### config.mk
export PLATFORM = sky130hd
export DESIGN_NAME = reset_sequencer_flat
export DESIGN_NICKNAME = d
export VERILOG_FILES = /design/src/rtl/reset_sequencer_pkg.sv /design/src/rtl/reset_sequencer_if.sv /design/src/rtl/reset_sequencer_sync.sv /design/src/rtl/reset_sequencer.sv /design/src/flat_wrapper.sv
export SDC_FILE = /design/constraint.sdc
export NUM_CORES = 1
export LEC_CHECK = 0
export BUFFER_PORTS_ARGS = -buffer_cell sky130_fd_sc_hd__buf_4
export CORE_ASPECT_RATIO = 0.6
export CORE_UTILIZATION = 25
export CTS_CLUSTER_DIAMETER = 200
export DETAILED_ROUTE_END_ITERATION = 8
export PLACE_DENSITY_LB_ADDON = 0.15
export SLEW_MARGIN = 20
export SYNTH_ARGS = -nofsm -noshare
export SYNTH_HDL_FRONTEND = slang
export SYNTH_SLANG_ARGS = --single-unit
### constraint.sdc
create_clock -name clock_i -period 2.35 [get_ports clock_i]
set_input_delay 0.235 -clock clock_i [delete_from_list [all_inputs] [get_ports clock_i]]
set_output_delay 0.235 -clock clock_i [all_outputs]
set_load 0.005 [all_outputs]
### src/rtl/reset_sequencer_pkg.sv
// Shared types and helpers for the reset sequencer.
// Holds the FSM state encoding and width helper functions.
package reset_seq_pkg;

    typedef enum logic [1:0] {
        ST_POR   = 2'd0,
        ST_STAGE = 2'd1,
        ST_RUN   = 2'd2,
        ST_FORCE = 2'd3
    } state_t;

    // Bits needed to hold the value v (at least 1).
    function automatic int width_of(input int v);
        int w;
        w = 1;
        while ((64'd1 << w) <= 64'(v)) w++;
        return w;
    endfunction

    function automatic int max3(input int a, input int b, input int c);
        int m;
        m = (a > b) ? a : b;
        return (m > c) ? m : c;
    endfunction

endpackage

### src/rtl/reset_sequencer_if.sv
// Supervisor-facing bundle of the reset sequencer.
// forced_reset_i in; n_reset_o, busy_o, stage_o out.
interface reset_sequencer_if #(
    parameter int CHANNELS = 3
);
    import reset_seq_pkg::*;

    localparam int SW = width_of(CHANNELS);

    logic                forced_reset_i;
    logic [CHANNELS-1:0] n_reset_o;
    logic                busy_o;
    logic [SW-1:0]       stage_o;

    modport master (
        input  forced_reset_i,
        output n_reset_o,
        output busy_o,
        output stage_o
    );

    modport slave (
        output forced_reset_i,
        input  n_reset_o,
        input  busy_o,
        input  stage_o
    );

endinterface

### src/rtl/reset_sequencer_sync.sv
// Multi-flop synchroniser for one asynchronous level.
// Ports: clock_i, reset_i (async, clears flops), d_i, q_o.
module bit_synchroniser #(
    parameter int STAGES = 2
) (
    input  logic clock_i,
    input  logic reset_i,
    input  logic d_i,
    output logic q_o
);

    logic [STAGES-1:0] ff;

    always_ff @(posedge clock_i or posedge reset_i) begin
        if (reset_i) begin
            ff <= '0;
        end else begin
            ff <= {ff[STAGES-2:0], d_i};
        end
    end

    assign q_o = ff[STAGES-1];

endmodule

### src/rtl/reset_sequencer.sv
// Power-on / forced reset sequencer releasing channels in order.
// Ports: clock_i, reset_i (async high), bus (forced_reset_i, n_reset_o, busy_o, stage_o).
module reset_sequencer
    import reset_seq_pkg::*;
#(
    parameter int          CHANNELS         = 3,
    parameter int          POR_CYCLES       = 255,
    parameter int          STAGE_CYCLES     = 16,
    parameter logic [31:0] FORCE_MASK       = 32'b101,
    parameter int          FORCE_MIN_CYCLES = 8,
    parameter int          SYNC_STAGES      = 2
) (
    input  logic              clock_i,
    input  logic              reset_i,
    reset_sequencer_if.master bus
);

    localparam int CW = width_of(
        max3(POR_CYCLES, STAGE_CYCLES, FORCE_MIN_CYCLES));
    localparam int SW = width_of(CHANNELS);

    localparam logic [CHANNELS-1:0] MASK = FORCE_MASK[CHANNELS-1:0];

    localparam logic [CW-1:0] POR_LAST = CW'(POR_CYCLES - 1);
    localparam logic [CW-1:0] STG_LAST = CW'(STAGE_CYCLES - 1);
    localparam logic [CW-1:0] MIN_LAST =
        (FORCE_MIN_CYCLES > 0) ? CW'(FORCE_MIN_CYCLES - 1) : '0;
    localparam logic [SW-1:0] CH_LAST = SW'(CHANNELS - 1);

    if (CHANNELS < 1 || CHANNELS > 32) begin : g_bad_channels
        $error("reset_sequencer: CHANNELS must be 1..32");
    end
    if (POR_CYCLES < 1) begin : g_bad_por
        $error("reset_sequencer: POR_CYCLES must be >= 1");
    end
    if (STAGE_CYCLES < 1) begin : g_bad_stage
        $error("reset_sequencer: STAGE_CYCLES must be >= 1");
    end
    if (FORCE_MIN_CYCLES < 0) begin : g_bad_min
        $error("reset_sequencer: FORCE_MIN_CYCLES must be >= 0");
    end
    if (SYNC_STAGES < 2) begin : g_bad_sync
        $error("reset_sequencer: SYNC_STAGES must be >= 2");
    end
    if ((FORCE_MASK >> CHANNELS) != 32'd0) begin : g_bad_mask
        $error("reset_sequencer: FORCE_MASK wider than CHANNELS");
    end

    logic                force_s;
    state_t              state_q, state_d;
    logic [CW-1:0]       cnt_q, cnt_d;
    logic [SW-1:0]       s_q, s_d;
    logic [CHANNELS-1:0] sticky_q, sticky_d;
    logic [CHANNELS-1:0] n_reset_d;

    bit_synchroniser #(
        .STAGES (SYNC_STAGES)
    ) u_force_sync (
        .clock_i (clock_i),
        .reset_i (reset_i),
        .d_i     (bus.forced_reset_i),
        .q_o     (force_s)
    );

    always_comb begin
        state_d = state_q;
        cnt_d   = cnt_q;
        s_d     = s_q;
        unique case (state_q)
            ST_POR: begin
                if (cnt_q == POR_LAST) begin
                    cnt_d   = '0;
                    s_d     = '0;
                    state_d = force_s ? ST_FORCE : ST_STAGE;
                end else begin
                    cnt_d = cnt_q + 1'b1;
                end
            end
            ST_STAGE: begin
                if (force_s) begin
                    cnt_d   = '0;
                    s_d     = '0;
                    state_d = ST_FORCE;
                end else if (cnt_q == STG_LAST) begin
                    cnt_d = '0;
                    s_d   = s_q + 1'b1;
                    if (s_q == CH_LAST) state_d = ST_RUN;
                end else begin
                    cnt_d = cnt_q + 1'b1;
                end
            end
            ST_RUN: begin
                if (force_s) begin
                    cnt_d   = '0;
                    s_d     = '0;
                    state_d = ST_FORCE;
                end
            end
            ST_FORCE: begin
                s_d = '0;
                // Any high sample of the force restarts the hold.
                if (force_s) begin
                    cnt_d = '0;
                end else if (FORCE_MIN_CYCLES == 0 || cnt_q == MIN_LAST) begin
                    cnt_d   = '0;
                    state_d = ST_STAGE;
                end else begin
                    cnt_d = cnt_q + 1'b1;
                end
            end
            default: begin
                cnt_d   = '0;
                s_d     = '0;
                state_d = ST_POR;
            end
        endcase
    end

    // Unmasked channels latch high once released and ignore the force.
    always_comb begin
        sticky_d  = sticky_q;
        n_reset_d = '0;
        for (int i = 0; i < CHANNELS; i++) begin
            if (!MASK[i] && int'(s_d) > i) sticky_d[i] = 1'b1;
            n_reset_d[i] = MASK[i]
                ? (int'(s_d) > i && state_d != ST_FORCE)
                : sticky_d[i];
        end
    end

    always_ff @(posedge clock_i or posedge reset_i) begin
        if (reset_i) begin
            state_q       <= ST_POR;
            cnt_q         <= '0;
            s_q           <= '0;
            sticky_q      <= '0;
            bus.n_reset_o <= '0;
            bus.busy_o    <= 1'b1;
        end else begin
            state_q       <= state_d;
            cnt_q         <= cnt_d;
            s_q           <= s_d;
            sticky_q      <= sticky_d;
            bus.n_reset_o <= n_reset_d;
            bus.busy_o    <= (state_d != ST_RUN);
        end
    end

    assign bus.stage_o = s_q;

endmodule

### src/flat_wrapper.sv
// flat-port wrapper written by rule: the top's interface ports become plain ports
module reset_sequencer_flat import reset_seq_pkg::*;
#(
    parameter int          CHANNELS         = 3,
    parameter int          POR_CYCLES       = 255,
    parameter int          STAGE_CYCLES     = 16,
    parameter logic [31:0] FORCE_MASK       = 32'b101,
    parameter int          FORCE_MIN_CYCLES = 8,
    parameter int          SYNC_STAGES      = 2
)
  (clock_i, reset_i, bus_forced_reset_i, bus_n_reset_o, bus_busy_o, bus_stage_o);
  reset_sequencer_if #(.CHANNELS(CHANNELS)) bus_i ();
  input  logic clock_i;
  input  logic reset_i;
  input wire logic [$bits(bus_i.forced_reset_i)-1:0] bus_forced_reset_i;
  output wire logic [$bits(bus_i.n_reset_o)-1:0] bus_n_reset_o;
  output wire logic [$bits(bus_i.busy_o)-1:0] bus_busy_o;
  output wire logic [$bits(bus_i.stage_o)-1:0] bus_stage_o;
  assign bus_i.forced_reset_i = bus_forced_reset_i;
  assign bus_n_reset_o = bus_i.n_reset_o;
  assign bus_busy_o = bus_i.busy_o;
  assign bus_stage_o = bus_i.stage_o;
  reset_sequencer #(.CHANNELS(CHANNELS), .POR_CYCLES(POR_CYCLES), .STAGE_CYCLES(STAGE_CYCLES), .FORCE_MASK(FORCE_MASK), .FORCE_MIN_CYCLES(FORCE_MIN_CYCLES), .SYNC_STAGES(SYNC_STAGES)) u_core (.clock_i(clock_i), .reset_i(reset_i), .bus(bus_i));
endmodule
==> metrics.cfg <==
[setup_path]
start_kind = flip-flop
crit_fanout = 7
crit_arrival_ns = 2.05
cp-end-kind = flip-flop
required_ns = 2.49
slowest_delay_ns = 0.60
worst-path-buf-inv = 0
cp_slowest_cell = or4_4
critPathKind = flip-flop to flip-flop
crit_chain = or4_4 > o31ai_1 > a31oi_1 > or2_1
cp.depth = 4
critPathTopFamily = simple AND/OR/NAND/NOR gates
r2r_cells = 4

[routing]
drt_iter0_drc = 57
routedWlPerCell_um = 14.9
dr.pass1.iters = 4
vias = 806
drcViolationCount = 0
antenna_left = 0
vias_per_cell = 5.04
routed_wl_um = 2380

[finish]
final_nets = 120
mostFrequentLayoutCells = dfrtp_1, buf_4, nand2_1, inv_1, a31oi_1
diodes = 0
final_area_um2 = 1200
drive_above_1_share_pct = 20.4
final_common_cell = dfrtp_1
syn2layout_area_growth_pct = 15.4

[power]
combPwrFrac_pct = 1.9
power.internal_uw = 434
power.total_uw = 549
peakVddDrop_v = 0.000195
power_switching_uw = 114
pwr_density_cell_nw_per_um2 = 458
seqPwrFrac_pct = 57.2
leakage_nw = 0.523
clkPwrFrac_pct = 40.9
swShare_pct = 20.8

[clock_tree]
clkSlewWorstSetupHoldPaths_ns = 0.07
cts_resized = 0
clkSinkCount = 18
root_buffer = clkbuf_8
cts_made_buffers = 3
ctsHoldBuffers = 0
cts.htree.levels = 1
cts_tree = built
clk_latency_ns = 0.25
cts_max_path_buffers = 2
post_cts_buffers = 0

[synthesis]
ys_seq_elements = 18
synth_warnings = 0
synthCells = 104
ys_types = 43
synth_area_um2 = 1040
synth.area.top_cells = dfrtp_1, ha_1, a31oi_1
synth_top_area_cell = dfrtp_1
yosysSeqAreaShare_pct = 43.5
synth_top_area_share_pct = 41.0
syn-num-nets = 110
syn_area_per_cell_um2 = 9.99

[placed_design]
detailed_place_hpwl_um = 1720
gp_congestion = 0.760
place_area_um2 = 1150
io_buffers = 8

[sta]
setup_viol = 0
worst_pin_slew_ns = 0.713
finalHoldViolCount = 0
finalClockSkew_ns = 0.00336
rsz0062_at_grt = false
period_needed_ns = 1.91
setup_tns_ns = 0
max_freq_mhz = 523
maxSlewViolCount = 0
slew_headroom_pct = 52.4
fin_crit_sh_pct = 81.4

[hold_path]
hp-class = input pin to flip-flop
holdPathStages = 1

[floorplan]
die_y_um = 51.9
die_area_um2 = 4420
initial_core_util_pct = 27.1
die_w_um = 85.2
io_pins = 9
num_rows = 17
coreArea_um2 = 3830

[grt]
grt_antenna_before_repair = 0
grt-ovfl-total = 0
track_usage_pct = 12.2
grt_first_pass_wirelength_um = 3930
grt_pass1_vias = 733
grt_start_max_net_pins = 19

[run_status]
outcome = finished clean

[run]
drv_cap = 0

## layout make-up
| class | instances | area, µm² |
|---|---|---|
| Inverter | 7 | 26.3 |
| Clock buffer | 4 | 45.0 |
| Tap cell | 47 | 58.8 |
| Sequential cell | 18 | 452 |
| Multi-Input combinational cell | 73 | 534 |
| Timing Repair Buffer | 11 | 82.6 |
| Fill cell | 403 | 2630 |
## power by group through the flow
stage	clock network, mW	registers, mW	logic [mW]
5_1_grt	0.252	0.314	0.0122
3_3_place_gp	0	0.320	0.0108
2_1_floorplan	0	0.318	0.00776
4_1_cts	0.241	0.314	0.0113
3_5_place_dp	0	0.320	0.0112
6_report	0.224	0.314	0.0103
## per-layer routing
metal	wire [µm]	GRT usage (%)	part of all wire [%]	up-vias
li1	-	-	-	400
met1	1360	19.3	57	384
met2	892	14.5	37	20
met3	116	4.29	4.9	2
met4	14	3.39	0.59	0
met5	0	0	0	-
## cells by family (layout without fill, tap and decap cells)
group	after synthesis	count (layout)	share of synthesized area [%]
xor gates and xnor gates	4	4	3.37
adders and majority gates	3	3	3.61
and+or+nand+nor	32	32	18.3
buffers and inverters	13	22	5.06
muxes	1	1	0.964
DFF	18	18	43.5
AOI/OAI and AO/OA	33	33	25.2
## synth_stat cells, drive strengths merged
library cell  count
a21oi             5
o21ai             4
a31oi             5
mux2i             1
inv               7
o311ai            1
dfrtp            17
a21o              2
a31o              1
nor2b             1
ha                3
nor3              3
xnor2             3
nand4             2
a211oi            1
o22ai             4
o21bai            1
nand3             4
a22oi             1
a21boi            1
o21a              1
and3              2
or2               1
and2              3
or3               1
o22a              1
a2111oi           1
nor2              2
o31ai             2
nor4              1
xor2              1
clkbuf            3
nand2             7
dfstp             1
or4               1
nand2b            2
nor3b             2
a41oi             2
buf               3
## stage by stage
step | setup WS [ns] | hold slack [ns] | utilization [%] | cells
after floorplan | 0.595 | 0.173 | - | 104
after global placement | 0.415 | 0.335 | 30.1 | 156
after detailed placement | 0.463 | 0.343 | 30.1 | 156
after CTS | 0.445 | 0.0800 | 31.3 | 160
after global routing | 0.331 | 0.0758 | 31.3 | 160
final | 0.437 | 0.0873 | 31.3 | 160
## registers in the layout (all words and copies together), names as in the netlist
register	flops
u_core.cnt_q	8
u_core.bus.n_reset_o	3
u_core.bus.stage_o	2
u_core.state_q	2
u_core.u_force_sync.ff	2
u_core.bus.busy_o	1
## worst reg2reg max path, stage by stage, from the launching register on
cell	delay, ns
dfrtp_1	0.45
or4_4	0.60
o31ai_1	0.35
a31oi_1	0.16
or2_1	0.24
## worst paths after layout
check,from,to,slack [ns]
min in group asynchronous,reset_i,u_core.bus.n_reset_o[1],0.10
max reg2reg,u_core.cnt_q[4],u_core.bus.n_reset_o[1],0.44
max,u_core.cnt_q[4],u_core.bus.n_reset_o[1],0.44
max in group asynchronous,reset_i,u_core.cnt_q[0],1.80
min reg2reg,u_core.u_force_sync.ff[0],u_core.u_force_sync.ff[1],0.36
min,bus_forced_reset_i,u_core.u_force_sync.ff[0],0.09
Power figures use the tool's default switching activity.
